<file path="config.mk">
export PLATFORM = sky130hd
export DESIGN_NAME = seq_alu
export DESIGN_NICKNAME = d
export VERILOG_FILES = /design/src/rtl/seq_alu_pkg.sv /design/src/rtl/seq_udiv_core.sv /design/src/rtl/seq_alu.sv
export SDC_FILE = /design/constraint.sdc
export NUM_CORES = 1
export LEC_CHECK = 0
export ABC_AREA = 1
export BUFFER_PORTS_ARGS = -buffer_cell sky130_fd_sc_hd__buf_2
export CAP_MARGIN = 20
export CORE_ASPECT_RATIO = 0.75
export CORE_MARGIN = 2
export CORE_UTILIZATION = 35
export DETAILED_ROUTE_END_ITERATION = 12
export GPL_ROUTABILITY_DRIVEN = 0
export HOLD_SLACK_MARGIN = 0.02
export SLEW_MARGIN = 20
export SYNTH_ARGS = -nofsm -noshare
export SYNTH_HDL_FRONTEND = slang
export SYNTH_SLANG_ARGS = --single-unit
</file>
<file path="constraint.sdc">
create_clock -name clk -period 6.9 [get_ports clk]
set_input_delay 2.07 -clock clk [delete_from_list [all_inputs] [get_ports clk]]
set_output_delay 2.07 -clock clk [all_outputs]
set_load 0.01 [all_outputs]
</file>
<file path="src/rtl/seq_alu_pkg.sv">
// seq_alu_pkg: opcode, error-code and FSM state constants shared by the
// sequential ALU and its divider core.
package seq_alu_pkg;

  // Opcodes; 5..15 are invalid
  localparam logic [3:0] OP_ADD = 4'd0;
  localparam logic [3:0] OP_SUB = 4'd1;
  localparam logic [3:0] OP_MUL = 4'd2;
  localparam logic [3:0] OP_DIV = 4'd3;
  localparam logic [3:0] OP_MOD = 4'd4;

  // Error codes reported alongside the result
  localparam logic [1:0] ERR_OK   = 2'b00;
  localparam logic [1:0] ERR_OVF  = 2'b01;
  localparam logic [1:0] ERR_DIV0 = 2'b10;
  localparam logic [1:0] ERR_INV  = 2'b11;

  // FSM states
  localparam logic [1:0] S_IDLE = 2'd0;
  localparam logic [1:0] S_CALC = 2'd1;
  localparam logic [1:0] S_FIX  = 2'd2;
  localparam logic [1:0] S_DONE = 2'd3;

endpackage

</file>
<file path="src/rtl/seq_udiv_core.sv">
// seq_udiv_core: unsigned restoring divider, one quotient bit per step.
// Ports:
//   clk, rst    clock, synchronous active-high reset
//   load        capture dividend/divisor, clear step counter
//   step        perform one restoring iteration
//   dividend    WIDTH-bit unsigned dividend
//   divisor     WIDTH-bit unsigned divisor (nonzero when stepped)
//   step_cnt    number of steps done since load
//   quotient    quotient, valid after WIDTH steps
//   remainder   remainder, valid after WIDTH steps
module seq_udiv_core #(
  parameter int unsigned WIDTH = 16,
  parameter int unsigned CW    = $clog2(WIDTH)
) (
  input  logic             clk,
  input  logic             rst,
  input  logic             load,
  input  logic             step,
  input  logic [WIDTH-1:0] dividend,
  input  logic [WIDTH-1:0] divisor,
  output logic [CW-1:0]    step_cnt,
  output logic [WIDTH-1:0] quotient,
  output logic [WIDTH-1:0] remainder
);

  logic [WIDTH-1:0] quo_q, quo_d;
  logic [WIDTH-1:0] rem_q, rem_d;
  logic [WIDTH-1:0] dvsr_q, dvsr_d;
  logic [CW-1:0]    cnt_q, cnt_d;
  logic [WIDTH:0]   rem_sh_c;
  logic [WIDTH:0]   diff_c;

  // Partial remainder shifted left with the next dividend bit; trial subtract.
  // rem_sh < 2*divisor, so bit WIDTH of the difference is a valid sign.
  assign rem_sh_c = {rem_q, quo_q[WIDTH-1]};
  assign diff_c   = rem_sh_c - {1'b0, dvsr_q};

  always_comb begin
    quo_d  = quo_q;
    rem_d  = rem_q;
    dvsr_d = dvsr_q;
    cnt_d  = cnt_q;
    if (load) begin
      quo_d  = dividend;
      rem_d  = '0;
      dvsr_d = divisor;
      cnt_d  = '0;
    end else if (step) begin
      cnt_d = cnt_q + CW'(1);
      if (!diff_c[WIDTH]) begin
        rem_d = diff_c[WIDTH-1:0];
        quo_d = {quo_q[WIDTH-2:0], 1'b1};
      end else begin
        rem_d = rem_sh_c[WIDTH-1:0];
        quo_d = {quo_q[WIDTH-2:0], 1'b0};
      end
    end
  end

  always_ff @(posedge clk) begin
    if (rst) begin
      quo_q  <= '0;
      rem_q  <= '0;
      dvsr_q <= '0;
      cnt_q  <= '0;
    end else begin
      quo_q  <= quo_d;
      rem_q  <= rem_d;
      dvsr_q <= dvsr_d;
      cnt_q  <= cnt_d;
    end
  end

  assign step_cnt  = cnt_q;
  assign quotient  = quo_q;
  assign remainder = rem_q;

endmodule

</file>
<file path="src/rtl/seq_alu.sv">
// seq_alu: multi-cycle signed ALU (add, sub, mul, div, mod) with a
// start/busy/done handshake. Mul is inline shift-add; div/mod use seq_udiv_core.
// Ports:
//   clk, rst   clock, synchronous active-high reset
//   start      request, accepted when idle or in the done cycle
//   op_code    0 add, 1 sub, 2 mul, 3 div, 4 mod, others invalid
//   input1/2   signed operands, sampled at accept
//   busy       operation in progress (CALC/FIX)
//   done       one-cycle pulse, output1/err_code updated
//   output1    2*WIDTH signed result, held until next done
//   err_code   00 ok, 01 overflow, 10 divide-by-zero, 11 invalid
module seq_alu
  import seq_alu_pkg::*;
#(
  parameter int unsigned WIDTH = 16
) (
  input  logic               clk,
  input  logic               rst,
  input  logic               start,
  input  logic [3:0]         op_code,
  input  logic [WIDTH-1:0]   input1,
  input  logic [WIDTH-1:0]   input2,
  output logic               busy,
  output logic               done,
  output logic [2*WIDTH-1:0] output1,
  output logic [1:0]         err_code
);

  localparam int unsigned CW = $clog2(WIDTH);
  localparam int unsigned RW = 2 * WIDTH;

  logic [1:0]       state_q, state_d;
  logic [3:0]       op_q, op_d;
  logic             neg_q, neg_d;
  logic             a_neg_q, a_neg_d;
  logic [RW-1:0]    acc_q, acc_d;
  logic [RW-1:0]    mcand_q, mcand_d;
  logic [WIDTH-1:0] mplier_q, mplier_d;
  logic             busy_q, busy_d;
  logic             done_q, done_d;
  logic [RW-1:0]    out_q, out_d;
  logic [1:0]       err_q, err_d;

  logic             accept_c;
  logic             div_load_c;
  logic             div_step_c;
  logic [WIDTH-1:0] a_mag_c;
  logic [WIDTH-1:0] b_mag_c;
  logic [WIDTH:0]   sum_c;
  logic [WIDTH:0]   dif_c;
  logic [CW-1:0]    step_cnt;
  logic [WIDTH-1:0] quo;
  logic [WIDTH-1:0] rem;
  logic [RW-1:0]    quo_ext_c;
  logic [RW-1:0]    rem_ext_c;

  // Magnitudes read as unsigned: |-2^(WIDTH-1)| = 2^(WIDTH-1) fits without wrap
  assign a_mag_c = input1[WIDTH-1] ? -input1 : input1;
  assign b_mag_c = input2[WIDTH-1] ? -input2 : input2;

  // One extra bit keeps add/sub exact; overflow when the top two bits differ
  assign sum_c = {input1[WIDTH-1], input1} + {input2[WIDTH-1], input2};
  assign dif_c = {input1[WIDTH-1], input1} - {input2[WIDTH-1], input2};

  assign quo_ext_c = {{WIDTH{1'b0}}, quo};
  assign rem_ext_c = {{WIDTH{1'b0}}, rem};

  assign accept_c = start && (state_q == S_IDLE || state_q == S_DONE);

  seq_udiv_core #(.WIDTH(WIDTH), .CW(CW)) u_div (
    .clk       (clk),
    .rst       (rst),
    .load      (div_load_c),
    .step      (div_step_c),
    .dividend  (a_mag_c),
    .divisor   (b_mag_c),
    .step_cnt  (step_cnt),
    .quotient  (quo),
    .remainder (rem)
  );

  // Next-state, datapath and output logic
  always_comb begin
    state_d    = state_q;
    op_d       = op_q;
    neg_d      = neg_q;
    a_neg_d    = a_neg_q;
    acc_d      = acc_q;
    mcand_d    = mcand_q;
    mplier_d   = mplier_q;
    out_d      = out_q;
    err_d      = err_q;
    div_load_c = 1'b0;
    div_step_c = 1'b0;

    case (state_q)
      S_IDLE, S_DONE: begin
        state_d = S_IDLE;
        if (accept_c) begin
          op_d    = op_code;
          neg_d   = input1[WIDTH-1] ^ input2[WIDTH-1];
          a_neg_d = input1[WIDTH-1];
          case (op_code)
            OP_ADD: begin
              out_d   = {{(WIDTH-1){sum_c[WIDTH]}}, sum_c};
              err_d   = (sum_c[WIDTH] != sum_c[WIDTH-1]) ? ERR_OVF : ERR_OK;
              state_d = S_DONE;
            end
            OP_SUB: begin
              out_d   = {{(WIDTH-1){dif_c[WIDTH]}}, dif_c};
              err_d   = (dif_c[WIDTH] != dif_c[WIDTH-1]) ? ERR_OVF : ERR_OK;
              state_d = S_DONE;
            end
            OP_MUL: begin
              // Divider load also clears the shared step counter
              div_load_c = 1'b1;
              acc_d      = '0;
              mcand_d    = {{WIDTH{1'b0}}, a_mag_c};
              mplier_d   = b_mag_c;
              state_d    = S_CALC;
            end
            OP_DIV, OP_MOD: begin
              if (input2 == '0) begin
                out_d   = '0;
                err_d   = ERR_DIV0;
                state_d = S_DONE;
              end else begin
                div_load_c = 1'b1;
                state_d    = S_CALC;
              end
            end
            default: begin
              out_d   = '0;
              err_d   = ERR_INV;
              state_d = S_DONE;
            end
          endcase
        end
      end

      S_CALC: begin
        // One multiplier bit and one divider bit per cycle, WIDTH cycles
        div_step_c = 1'b1;
        if (mplier_q[0]) begin
          acc_d = acc_q + mcand_q;
        end
        mcand_d  = mcand_q << 1;
        mplier_d = mplier_q >> 1;
        if (step_cnt == CW'(WIDTH - 1)) begin
          state_d = S_FIX;
        end
      end

      S_FIX: begin
        // Apply result signs to the unsigned magnitudes
        state_d = S_DONE;
        err_d   = ERR_OK;
        case (op_q)
          OP_MUL: out_d = neg_q ? -acc_q : acc_q;
          OP_DIV: begin
            out_d = neg_q ? -quo_ext_c : quo_ext_c;
            // A positive quotient of 2^(WIDTH-1) only arises from MIN / -1
            if (!neg_q && quo[WIDTH-1]) begin
              err_d = ERR_OVF;
            end
          end
          OP_MOD: out_d = a_neg_q ? -rem_ext_c : rem_ext_c;
          default: out_d = '0;
        endcase
      end

      default: state_d = S_IDLE;
    endcase

    busy_d = (state_d == S_CALC) || (state_d == S_FIX);
    done_d = (state_d == S_DONE);
  end

  always_ff @(posedge clk) begin
    if (rst) begin
      state_q  <= S_IDLE;
      op_q     <= '0;
      neg_q    <= 1'b0;
      a_neg_q  <= 1'b0;
      acc_q    <= '0;
      mcand_q  <= '0;
      mplier_q <= '0;
      busy_q   <= 1'b0;
      done_q   <= 1'b0;
      out_q    <= '0;
      err_q    <= ERR_OK;
    end else begin
      state_q  <= state_d;
      op_q     <= op_d;
      neg_q    <= neg_d;
      a_neg_q  <= a_neg_d;
      acc_q    <= acc_d;
      mcand_q  <= mcand_d;
      mplier_q <= mplier_d;
      busy_q   <= busy_d;
      done_q   <= done_d;
      out_q    <= out_d;
      err_q    <= err_d;
    end
  end

  assign busy     = busy_q;
  assign done     = done_q;
  assign output1  = out_q;
  assign err_code = err_q;

endmodule

</file>
Word-level counts from Yosys, hierarchy flattened

Index checks and enable logic that the tools add are counted.

Bits in registers: 176
Output and inout port bits: 36
Input bits: 39

Reductions and logical operators: 18
$add $sub $neg: 10
Bitwise operators: 1
Muxes and demuxes: 42
Eq/ne operators: 21

Operator list:

| cell                                                            | count |
|---|---|
| 32-bit two-way mux                                              | 10 |
| 32-bit case mux with 2 select lines                             | 3 |
| 32-bit case mux with 4 select lines                             | 1 |
| 16-bit two-way mux                                              | 7 |
| 32-bit case mux with 3 select lines                             | 1 |
| 16-bit negation with 32-bit output                              | 2 |
| 32-bit adder                                                    | 1 |
| 16-bit negation                                                 | 2 |
| 32-bit negation                                                 | 1 |
| 16-bit case mux with 2 select lines                             | 1 |
| 16-bit by 16-bit adder with 17-bit output                       | 1 |
| 16-bit by 16-bit subtractor with 17-bit output                  | 1 |
| 17-bit by 16-bit subtractor with 17-bit output                  | 1 |
| 4-bit by 2-bit == test with 1-bit output, second input constant | 4 |
| 16-bit logical NOT                                              | 1 |
| 2-bit two-way mux                                               | 5 |
| 1-bit two-way mux                                               | 9 |
| 2-bit == test, second input constant                            | 4 |
| 4-bit by 3-bit == test with 1-bit output, second input constant | 2 |
| 2-bit case mux with 2 select lines                              | 2 |
| 2-bit case mux with 4 select lines                              | 1 |
| 4-bit AND reduction                                             | 2 |
| 2-bit inequality test, second input constant                    | 3 |
| 2-bit case mux with 3 select lines                              | 1 |
| 18 further kinds                                                | 26 |

Logic depth before layout (Yosys ltp)

Gate-level depths: netlist of run 1.

Depth after elaboration: 7
Mapped depth: 19
Mapped depth without buffers: 19

By module

A second synthesis of run 1 with hierarchy kept.

Cell total of the unflattened synthesis: 2,529
Area total of the unflattened synthesis: 15,177.1 um^2

Modules (own cells, without submodules):

| module        | instances | cells each | area each (um^2) |
|---|---|---|---|
| seq_alu       | 1         | 2,005      | 11,748.8 |
| seq_udiv_core | 1         | 524        | 3,428.3 |

Worst setup path after synthesis of run 1

Ideal clock, no wire load.

Kind: input to register
From: input port input1[0]
To: register out_q[22] (netlist: output1[22])
Data arrival time: 3.773 ns
Cell stages on the path: 17
Path slack: 3.014 ns
Data required time: 6.786 ns
Path through: inv_1 > ha_1 > inv_1 > fa_1 > nand3_1 > nand2_1 > nand2_1 > nand2_1 > nand2_1 > nand3_1 > nand3_1 > nand2_1 > nand2_2 > nand2_2 > buf_6 > o21bai_1 > inv_1

Longest elaborated chain between the ends: 4

Ends and longest elaborated chain:

| element                                                                                                            | line                         | text |
|---|---|---|
| from (decl)                                                                                                        | seq_alu.sv:21                | `input logic [WIDTH-1:0] input1,` |
| 16-bit by 16-bit subtractor with 17-bit output / 16-bit by 16-bit adder with 17-bit output (equally long branches) | seq_alu.sv:63, seq_alu.sv:62 |  |
| 32-bit case mux with 4 select lines (*)                                                                            | seq_alu.sv:103               | `case (op_code)` |
| 32-bit two-way mux (*)                                                                                             | seq_alu.sv:99                | `if (accept_c) begin` |
| 32-bit case mux with 2 select lines (*)                                                                            | seq_alu.sv:96                | `case (state_q)` |
| to (signal assigned)                                                                                               | seq_alu.sv:202               | `out_q <= out_d;` |
| to (decl)                                                                                                          | seq_alu.sv:41                | `logic [RW-1:0] out_q, out_d;` |

Mark *: on every way between the ends. The rest lies on a longest branch, timed or not. The select of a mux whose other input is x is not followed.
A chain may end at the register's enable or synchronous reset.

Worst setup path in the final report of run 1

From: input port start
To: register acc_q[24]

Longest elaborated chain between the ends: 3

Ends and longest elaborated chain:

| element                         | line           | text |
|---|---|---|
| from (decl)                     | seq_alu.sv:19  | `input logic start,` |
| 1-bit logical AND               | seq_alu.sv:68  | `assign accept_c = start && (state_q == S_IDLE \|\| state_q == S_DONE);` |
| 2-bit inequality test (no line) | n/a            |  |
| 4-bit AND reduction (no line)   | n/a            |  |
| to (signal assigned)            | seq_alu.sv:185 | `acc_q <= '0;` |
| to (signal assigned)            | seq_alu.sv:197 | `acc_q <= acc_d;` |
| to (decl)                       | seq_alu.sv:36  | `logic [RW-1:0] acc_q, acc_d;` |

No other way between the ends.

==> results of run 1 <==
synthesized netlist by cell type, types with 8 or more instances:
master,number
nand3b_1,9
o21ai_1,33
or2_2,8
xnor2_1,10
o22ai_1,12
o21bai_1,19
a31oi_1,9
nand2_1,636
inv_2,14
a21oi_1,264
dfxtp_1,176
o211ai_1,10
clkbuf_1,50
o21ai_0,156
nor3_1,39
ha_1,90
nand4_1,33
buf_2,20
nor2_1,237
nand3_1,220
inv_1,267
xor2_1,43
buf_1,8
layout make-up:
cell class	instances	area (µm²)	area share [%]
Sequential cell	176	3520	21.9
Clock inverter	15	166	1.03
Multi-Input combinational cell	1898	9730	60.4
Inverter	284	1070	6.62
Tap cell	569	712	4.42
Clock buffer	17	425	2.64
Timing Repair Buffer	88	475	2.95
sequential cells by signal, summed over array words and instances (netlist names):
signal,count
a_neg_q,1
err_code,2
done,1
neg_q,1
u_div.remainder,16
u_div.dvsr_q,16
mcand_q,32
u_div.quotient,16
busy,1
op_q,4
mplier_q,16
state_q,2
u_div.step_cnt,4
output1,32
acc_q,32
cells by family after synthesis:
kind of cell	Yosys count	synth area share, %
AOI/OAI and AO/OA	536	19.7
buffers and inverters	375	10.2
adders and majority gates	94	8.18
xor gates and xnor gates	53	3.15
and+or+nand+nor	1215	34.9
DFF	176	23.9
power breakdown:
group	switching, mW	internal (mW)	total [mW]	leakage (nW)
combinational	1.63	0.728	2.36	6.10
clock	0.504	0.486	0.990	0.282
sequential	0.182	1.23	1.41	1.43
per-stage QoR:
step                instance area, µm²  setup WS (ps)  hold WS (ps)  power, mW  cells
global placement                 15500           2100           454       3.71   3015
global route                     16100           2120           490       5.13   3047
finish                           16100           2450           468       4.76   3047
floorplan                        14700           3010           444       3.14   2449
detailed placement               15500           2040           457       3.74   3015
CTS                              16100           2510           471       4.73   3047
worst reg2reg max path, stage by stage, from the launching register on:
cell	delay (ps)
dfxtp_1	370
inv_1	60
ha_1	350
nand2_1	270
inv_2	180
nand3_1	110
nand2_1	70
buf_4	400
nand3_1	470
inv_1	800
nand3_1	180
a21oi_1	150
worst max path at each step:
stage / from / to / slack [ps] / depth (start not counted)
4_1_cts: start / acc_q[28] / 2510 / 10
2_1_floorplan: input1[0] / output1[22] / 3010 / 17
3_3_place_gp: start / acc_q[31] / 2100 / 10
3_5_place_dp: start / acc_q[28] / 2040 / 10
5_1_grt: start / acc_q[28] / 2120 / 10
6_report: start / acc_q[24] / 2450 / 10
metal layers:
layer	part of all wire, %	wire (µm)	track usage, %
met4	2.2	1150	6.20
met1	49	25900	36.9
met3	10	5350	5.64
met2	39	20900	34.5
met5	0	0	0
==> metrics.md, run 1 <==
| Metric | Value |
|---|---|
| Area leader, netlist | `dfxtp_1` |
| Count of cell types in the netlist | `53` |
| Post-synthesis sequential element count | `176` |
| Crit path cell chain | `buf_2 > nand2_1 > inv_2 > nand3_1 > nand2_1 > buf_4 > nand3_1 > inv_1 > nand3_1 > a21oi_1` |
| Syn. warnings | `0` |
| Clock transition at path regs | `80 ps` |
| Mapped Cells | `2449` |
| Root Buffer | `clkbuf_16` |
| Outcome | `finished clean` |
| Syn_area_per_cell | `6.02 µm²` |
| Hold_sp | `mplier_q[13]` |
| Die area | `43800 µm²` |
| Post-synth EDFFs | `0` |
| Post-synthesis sequential area ratio | `23.9%` |
| Crit path buffers/inverters | `4` |
| Cell Area, Synth | `14700 µm²` |
| Drt pass-1 iters | `6` |
| Largest net degree at the start of global routing | `77` |
| Util after Layout | `38.5%` |
| Max incr delay on CP | `790 ps` |
| GRT overflow | `0` |
| Htree depth | `4` |
| Crit path max-delay family | `buffers and inverters` |
| Via/cell ratio | `5.40` |
| Peak supply drop | `0.194 mV` |
| Synth-to-layout area growth | `9.15%` |
| Vias | `16447` |
| Die W | `241 µm` |
| CP arrival | `4820 ps` |
| Initial Util | `35.3%` |
| Primary FF master, synth | `dfxtp_1` |
| Critical R2R Launch | `state_q[0]` |
| Unrepaired setup endpoints after global routing | `no` |
| Row cnt | `65` |
| PD cells | `296 nW/µm²` |
| DRC viols | `0` |
| Skew final | `17.4 ps` |
| Setup-failing EPs final | `0` |
| Pleak | `7.81 nW` |
| CP Data Required Time | `7280 ps` |
| End of the worst hold path | `mplier_q[13]` |
| R2R depth | `11` |
| Worst-skew pair later-pin latency | `460 ps` |
| CTS Buffer Depth | `2` |
| Total wire length | `53.3 mm` |
| Hold Path Stages | `2` |
| Final nets | `2598` |
| Worst path slowest cell | `inv_1` |
| Slew @ Worst Pin | `906 ps` |
| Die Ht | `182 µm` |
| Commonest non-fill, non-tap cell in the layout | `nand2_1` |
| CP Class | `input port to flip-flop` |
| Hold Path Class | `flip-flop to flip-flop` |
| Reg-to-Reg End | `acc_q[24]` |
| First-pass GRT wire length | `83.6 mm` |
| Top-level I/O count | `75` |
| Post-DRT Antenna Nets | `0` |
| Critical Path Start Type | `input port` |
| Post CTS Setup Buffer Count | `0` |
| Number of global-route vias before repair | `14797` |
| Max-slew violations | `0` |
| CP Max Fanout | `48` |
| I/O Buffers | `74` |
| Setup TNS | `0 ps` |
| CTS tree | `yes` |
| Reg2reg setup slack | `3400 ps` |
| CP endpoint kind | `flip-flop` |
| Worst rel slew slack | `39.6%` |
| Share of cells above drive strength 1 | `7.10%` |
| Most frequent cells in the layout | `nand2_1, inv_1, a21oi_1` |
| Initial antenna violation count | `0` |
| DR iter-0 viols | `1739` |
| Achievable frequency | `0.225 GHz` |
| CTS sink cnt | `176` |
| CTS buffer count | `17` |
| CTS Hold Bufs | `0` |
| Final-layout fill cell count | `4505` |
| Yosys top cell area share | `23.9%` |
| Syn Nets | `2582` |
| Ys async rst share | `0%` |
| Core area | `41800 µm²` |
| DP HPWL | `41.8 mm` |
| Hold Fails Final Rpt | `0` |
| Tmin final | `4450 ps` |
| CP most frequent cell | `nand3_1` |
| GRT Overall Usage | `24.5%` |
| Post-CTS sizing | `0` |
| Wire per inst | `17.5 µm` |
| ANT cells | `0` |
| Top area cells in the synthesized netlist | `dfxtp_1, nand2_1, a21oi_1` |
| Max Cap Viol | `0` |
| Final period util | `64.4%` |
No activity file was read; power rests on OpenSTA's default activity.
==> run 2, diff against run 1 <==
ABC_AREA = 0   (was 1)
clock period = 3.95 ns   (was 6.9 ns; I/O delays follow)
==> metrics.md, run 2 <==
| Metric | Value |
|---|---|
| Outcome | `finished clean` |
| DRC viols | `0` |
| Post-DRT Antenna Nets | `0` |
| Worst-skew pair later-pin latency | `460 ps` |
| Row cnt | `61` |
| Hold Path Class | `flip-flop to flip-flop` |
| PD cells | `378 nW/µm²` |
| Drt pass-1 iters | `5` |
| Slew @ Worst Pin | `1130 ps` |
| Vias | `13142` |
| CP Class | `input port to flip-flop` |
| GRT Overall Usage | `22.1%` |
| Post-synthesis sequential area ratio | `26.5%` |
| CTS buffer count | `17` |
| Post-synthesis sequential element count | `176` |
| Setup TNS | `0 ps` |
| Achievable frequency | `0.265 GHz` |
| Die area | `39600 µm²` |
| Final period util | `95.7%` |
| Worst rel slew slack | `24.6%` |
| Count of cell types in the netlist | `89` |
| Tmin final | `3780 ps` |
| Largest net degree at the start of global routing | `83` |
| Mapped Cells | `1749` |
| Area leader, netlist | `dfxtp_1` |
| Total wire length | `44.3 mm` |
| I/O Buffers | `74` |
| Initial antenna violation count | `0` |
| Syn. warnings | `0` |
| GRT overflow | `0` |
| CP endpoint kind | `flip-flop` |
| CP Max Fanout | `7` |
| DR iter-0 viols | `1472` |
| Syn Nets | `1882` |
| Top-level I/O count | `75` |
| Post-synth EDFFs | `0` |
| Wire per inst | `19.1 µm` |
| Core area | `37200 µm²` |
| Clock transition at path regs | `70 ps` |
| Max-slew violations | `0` |
| Critical Path Start Type | `input port` |
| Htree depth | `4` |
| Die W | `229 µm` |
| CTS Buffer Depth | `2` |
| Synth top cells by count | `nand2_1, dfxtp_1, nor2_1` |
| Commonest non-fill, non-tap cell in the layout | `nand2_1` |
| Via/cell ratio | `5.66` |
| Share of cells above drive strength 1 | `11.2%` |
| First-pass GRT wire length | `69.1 mm` |
| ANT cells | `0` |
| Number of global-route vias before repair | `11918` |
| Top-count cell post-synth | `nand2_1` |
| Synth-to-layout area growth | `12.9%` |
| Post-CTS sizing | `0` |
| Cell Area, Synth | `13300 µm²` |
| CTS tree | `yes` |
| Die Ht | `173 µm` |
| Post CTS Setup Buffer Count | `0` |
| Primary FF master, synth | `dfxtp_1` |
| Util after Layout | `40.3%` |
| Max Cap Viol | `0` |
| Initial Util | `35.7%` |
| CTS Hold Bufs | `0` |
| DP HPWL | `34.3 mm` |
| CTS sink cnt | `176` |
| Unrepaired setup endpoints after global routing | `no` |
| Ys async rst share | `0%` |
| Top area cells in the synthesized netlist | `dfxtp_1, ha_1, nand2_1` |
| Peak supply drop | `0.246 mV` |
| Final nets | `1938` |
| Skew final | `13.2 ps` |
| CP Data Required Time | `4260 ps` |
| Yosys top cell area share | `26.5%` |
| Setup-failing EPs final | `0` |
| Syn_area_per_cell | `7.60 µm²` |
| Hold Fails Final Rpt | `0` |
| Most frequent cells in the layout | `nand2_1, dfxtp_1, nor2_1` |
| Pleak | `6.02 nW` |
| Root Buffer | `clkbuf_16` |
| CP arrival | `4090 ps` |
-- run 2: worst max-delay path, stage by stage --
cell and delay [ps]:
buf_2 200, ha_1 200, inv_1 60, fa_1 380, o21ba_2 240, o31ai_2 250
o21ai_1 130, a21oi_1 260, a21o_1 180, a2111oi_0 90, or3_1 380, buf_4 180
nor2_2 220, a211oi_1 130
-- run 2: layer usage --
layer  part of all wire [%]  track usage (%)  wire length [µm]  up-vias
met5                      0                0                 0        -
met2                     39             30.2             17400      451
met4                    1.5             5.03               679        0
met3                    9.6             6.78              4250       54
met1                     50             33.3             22000     6206
li1                       -                -                 -     6431
-- run 2: cell type report --
class,instances,area (µm²)
clock buffer,18,429
clock inverter,12,130
fill,3883,22300
inverter,70,263
multi-input combinational,1403,9150
sequential,176,3520
tap,504,631
timing repair buffer,137,871
-- run 2: per-stage QoR --
step | area (µm²) | hold WS (ps) | power [mW] | instances | setup slack, ps
after floorplan | 13300 | 432 | 3.35 | 1749 | 279
after global placement | 14400 | 439 | 3.94 | 2290 | -202
after detailed placement | 14400 | 445 | 3.96 | 2290 | -275
after CTS | 15000 | 456 | 5.66 | 2320 | 213
after global routing | 15000 | 475 | 5.97 | 2320 | 16.3
final | 15000 | 452 | 5.67 | 2320 | 170
-- run 2: path summary, 6_finish.rpt --
kind,startpoint,end,slack (ps),depth (start not counted)
hold reg to reg,mplier_q[3],mplier_q[3],450,2
setup / recovery,input2[0],output1[17],170,14
setup reg to reg,acc_q[0],acc_q[30],600,11
hold / removal,mplier_q[3],mplier_q[3],450,2
-- run 2: kinds of logic (layout without fill, tap and decap cells) --
| logic type | after synthesis | in the layout | synth area share (%) |
|---|---|---|---|
| flops | 176 | 176 | 26.5 |
| buf+inv | 170 | 237 | 5.08 |
| compound gates | 574 | 574 | 28.1 |
| xor+xnor | 132 | 132 | 8.70 |
| mux | 28 | 28 | 2.12 |
| fa+ha+maj | 94 | 94 | 9.08 |
| simple gates | 575 | 575 | 20.4 |
-- run 2: report_power, final --
group | total, mW | internal [mW] | leakage (nW) | switching (mW)
Combinational | 1.95 | 0.742 | 4.32 | 1.20
Sequential | 2.02 | 1.89 | 1.43 | 0.132
Clock | 1.70 | 0.879 | 0.268 | 0.820
Total | 5.67 | 3.51 | 6.02 | 2.16
==> run 3, diff against run 2 <==
BUFFER_PORTS_ARGS = -buffer_cell sky130_fd_sc_hd__buf_4   (was -buffer_cell sky130_fd_sc_hd__buf_2)
CTS_CLUSTER_DIAMETER = 200   (was unset)
SKIP_CTS_REPAIR_TIMING = 1   (was unset)
==> metrics.md, run 3 (synthesis results as in run 2) <==
| Metric | Value |
|---|---|
| First-pass GRT wire length | `69.8 mm` |
| Achievable frequency | `0.263 GHz` |
| Vias | `13259` |
| Fin cells | `2326` |
| CTS buffer count | `17` |
| Placed Cells | `2294` |
| Row cnt | `61` |
| Htree depth | `4` |
| GRT Overall Usage | `22.1%` |
| DP HPWL | `35.0 mm` |
| I/O Buffers | `74` |
| Core area | `37200 µm²` |
| DR WL met2 | `17.7 mm` |
| Hold Fails Final Rpt | `0` |
| Met3 Routed Length | `3.85 mm` |
| Initial antenna violation count | `0` |
| CP Data Required Time | `4290 ps` |
| Most frequent cells in the layout | `nand2_1, dfxtp_1, nor2_1` |
| Routed metal-1 wire length | `22.4 mm` |
| Number of global-route vias before repair | `11980` |
| Critical Path Start Type | `input port` |
| Synth-to-layout area growth | `15.0%` |
| Top routing layer used | `met4` |
| Share of cells above drive strength 1 | `11.4%` |
| CTS tree | `yes` |
| Max Cap Viol | `0` |
| Post-DRT Antenna Nets | `0` |
| Worst-skew pair later-pin latency | `450 ps` |
| Pleak | `6.11 nW` |
| Skew final | `11.5 ps` |
| Outcome | `finished clean` |
| CP endpoint kind | `flip-flop` |
| Max-slew violations | `0` |
| Final period util | `96.2%` |
| DR iter-0 viols | `1529` |
| Die W | `229 µm` |
| Top-level I/O count | `75` |
| Drt pass-1 iters | `5` |
| Die Ht | `173 µm` |
| Via/cell ratio | `5.70` |
| Final nets | `1942` |
| CP Class | `input port to flip-flop` |
| Initial Util | `35.7%` |
| GRT overflow | `0` |
| Largest net degree at the start of global routing | `105` |
| Die area | `39600 µm²` |
| Hold Path Class | `flip-flop to flip-flop` |
| Slew @ Worst Pin | `920 ps` |
| DRC viols | `0` |
| CP arrival | `4140 ps` |
| Clock transition at path regs | `70 ps` |
| Tmin final | `3800 ps` |
| CTS Buffer Depth | `2` |
| CP Max Fanout | `18` |
| Commonest non-fill, non-tap cell in the layout | `nand2_1` |
| Wire per inst | `19.1 µm` |
| Setup-failing EPs final | `0` |
| ANT cells | `0` |
| PD cells | `377 nW/µm²` |
| Worst rel slew slack | `38.6%` |
| Total wire length | `44.4 mm` |
| CTS sink cnt | `176` |
| Root Buffer | `clkbuf_16` |
| Design area | `15300 µm²` |
| Peak supply drop | `0.281 mV` |
| Placed cell area | `14700 µm²` |
| Unrepaired setup endpoints after global routing | `no` |
## run 3: per-stage QoR
| step | power (mW) | setup TNS (ps) | setup WS (ps) | hold slack [ps] | util, % |
|---|---|---|---|---|---|
| 6_report | 5.77 | 0 | 150 | 450 | 41.0 |
| 5_1_grt | 6.08 | 0 | 44.5 | 467 | 41.0 |
| 4_1_cts | 5.76 | 0 | 212 | 454 | 41.0 |
| 3_5_place_dp | 4.01 | -3570 | -251 | 445 | 39.4 |
| 3_3_place_gp | 3.99 | -2000 | -148 | 439 | 39.4 |
| 2_1_floorplan | 3.35 | 0 | 279 | 432 | - |
## run 3: metal layers
layer  vias up  track usage, %
li1       6462               -
met1      6279            34.6
met2       478            30.7
met3        40            4.83
met4         0            3.84
met5         -               0
## run 3: area by class of cell
class | count | area (µm²)
fillers | 3876 | 22000
multi-input cells | 1403 | 9140
flip-flops and latches | 176 | 3520
repair buffers | 141 | 1120
well taps | 504 | 631
clock buffers | 20 | 457
inverters | 70 | 263
clock inverters | 12 | 145
## run 3: worst max-delay path, cell delays in order
cell and delay, ps:
buf_4 150, buf_4 150, inv_1 50, ha_1 150
or3b_4 380, or4_4 460, nor4b_2 400, o21a_2 240
o21ai_2 70, nand2_1 170, buf_4 270, nor2_1 130
a22oi_1 250, nand2_1 70
## run 3: path summary, 6_finish.rpt
| kind | start | end | slack, ps | cells after the start |
|---|---|---|---|---|
| min | mplier_q[2] | mplier_q[2] | 450 | 2 |
| max | input2[0] | output1[23] | 150 | 14 |
| min reg2reg | mplier_q[2] | mplier_q[2] | 450 | 2 |
| max reg2reg | acc_q[0] | acc_q[24] | 470 | 11 |
## run 3: report_power, final
part           leakage (nW)  total [mW]  switching [mW]  internal, mW
registers              1.43        2.04           0.144          1.89
logic                  4.38        1.99            1.20         0.784
clock network         0.292        1.75           0.815         0.932
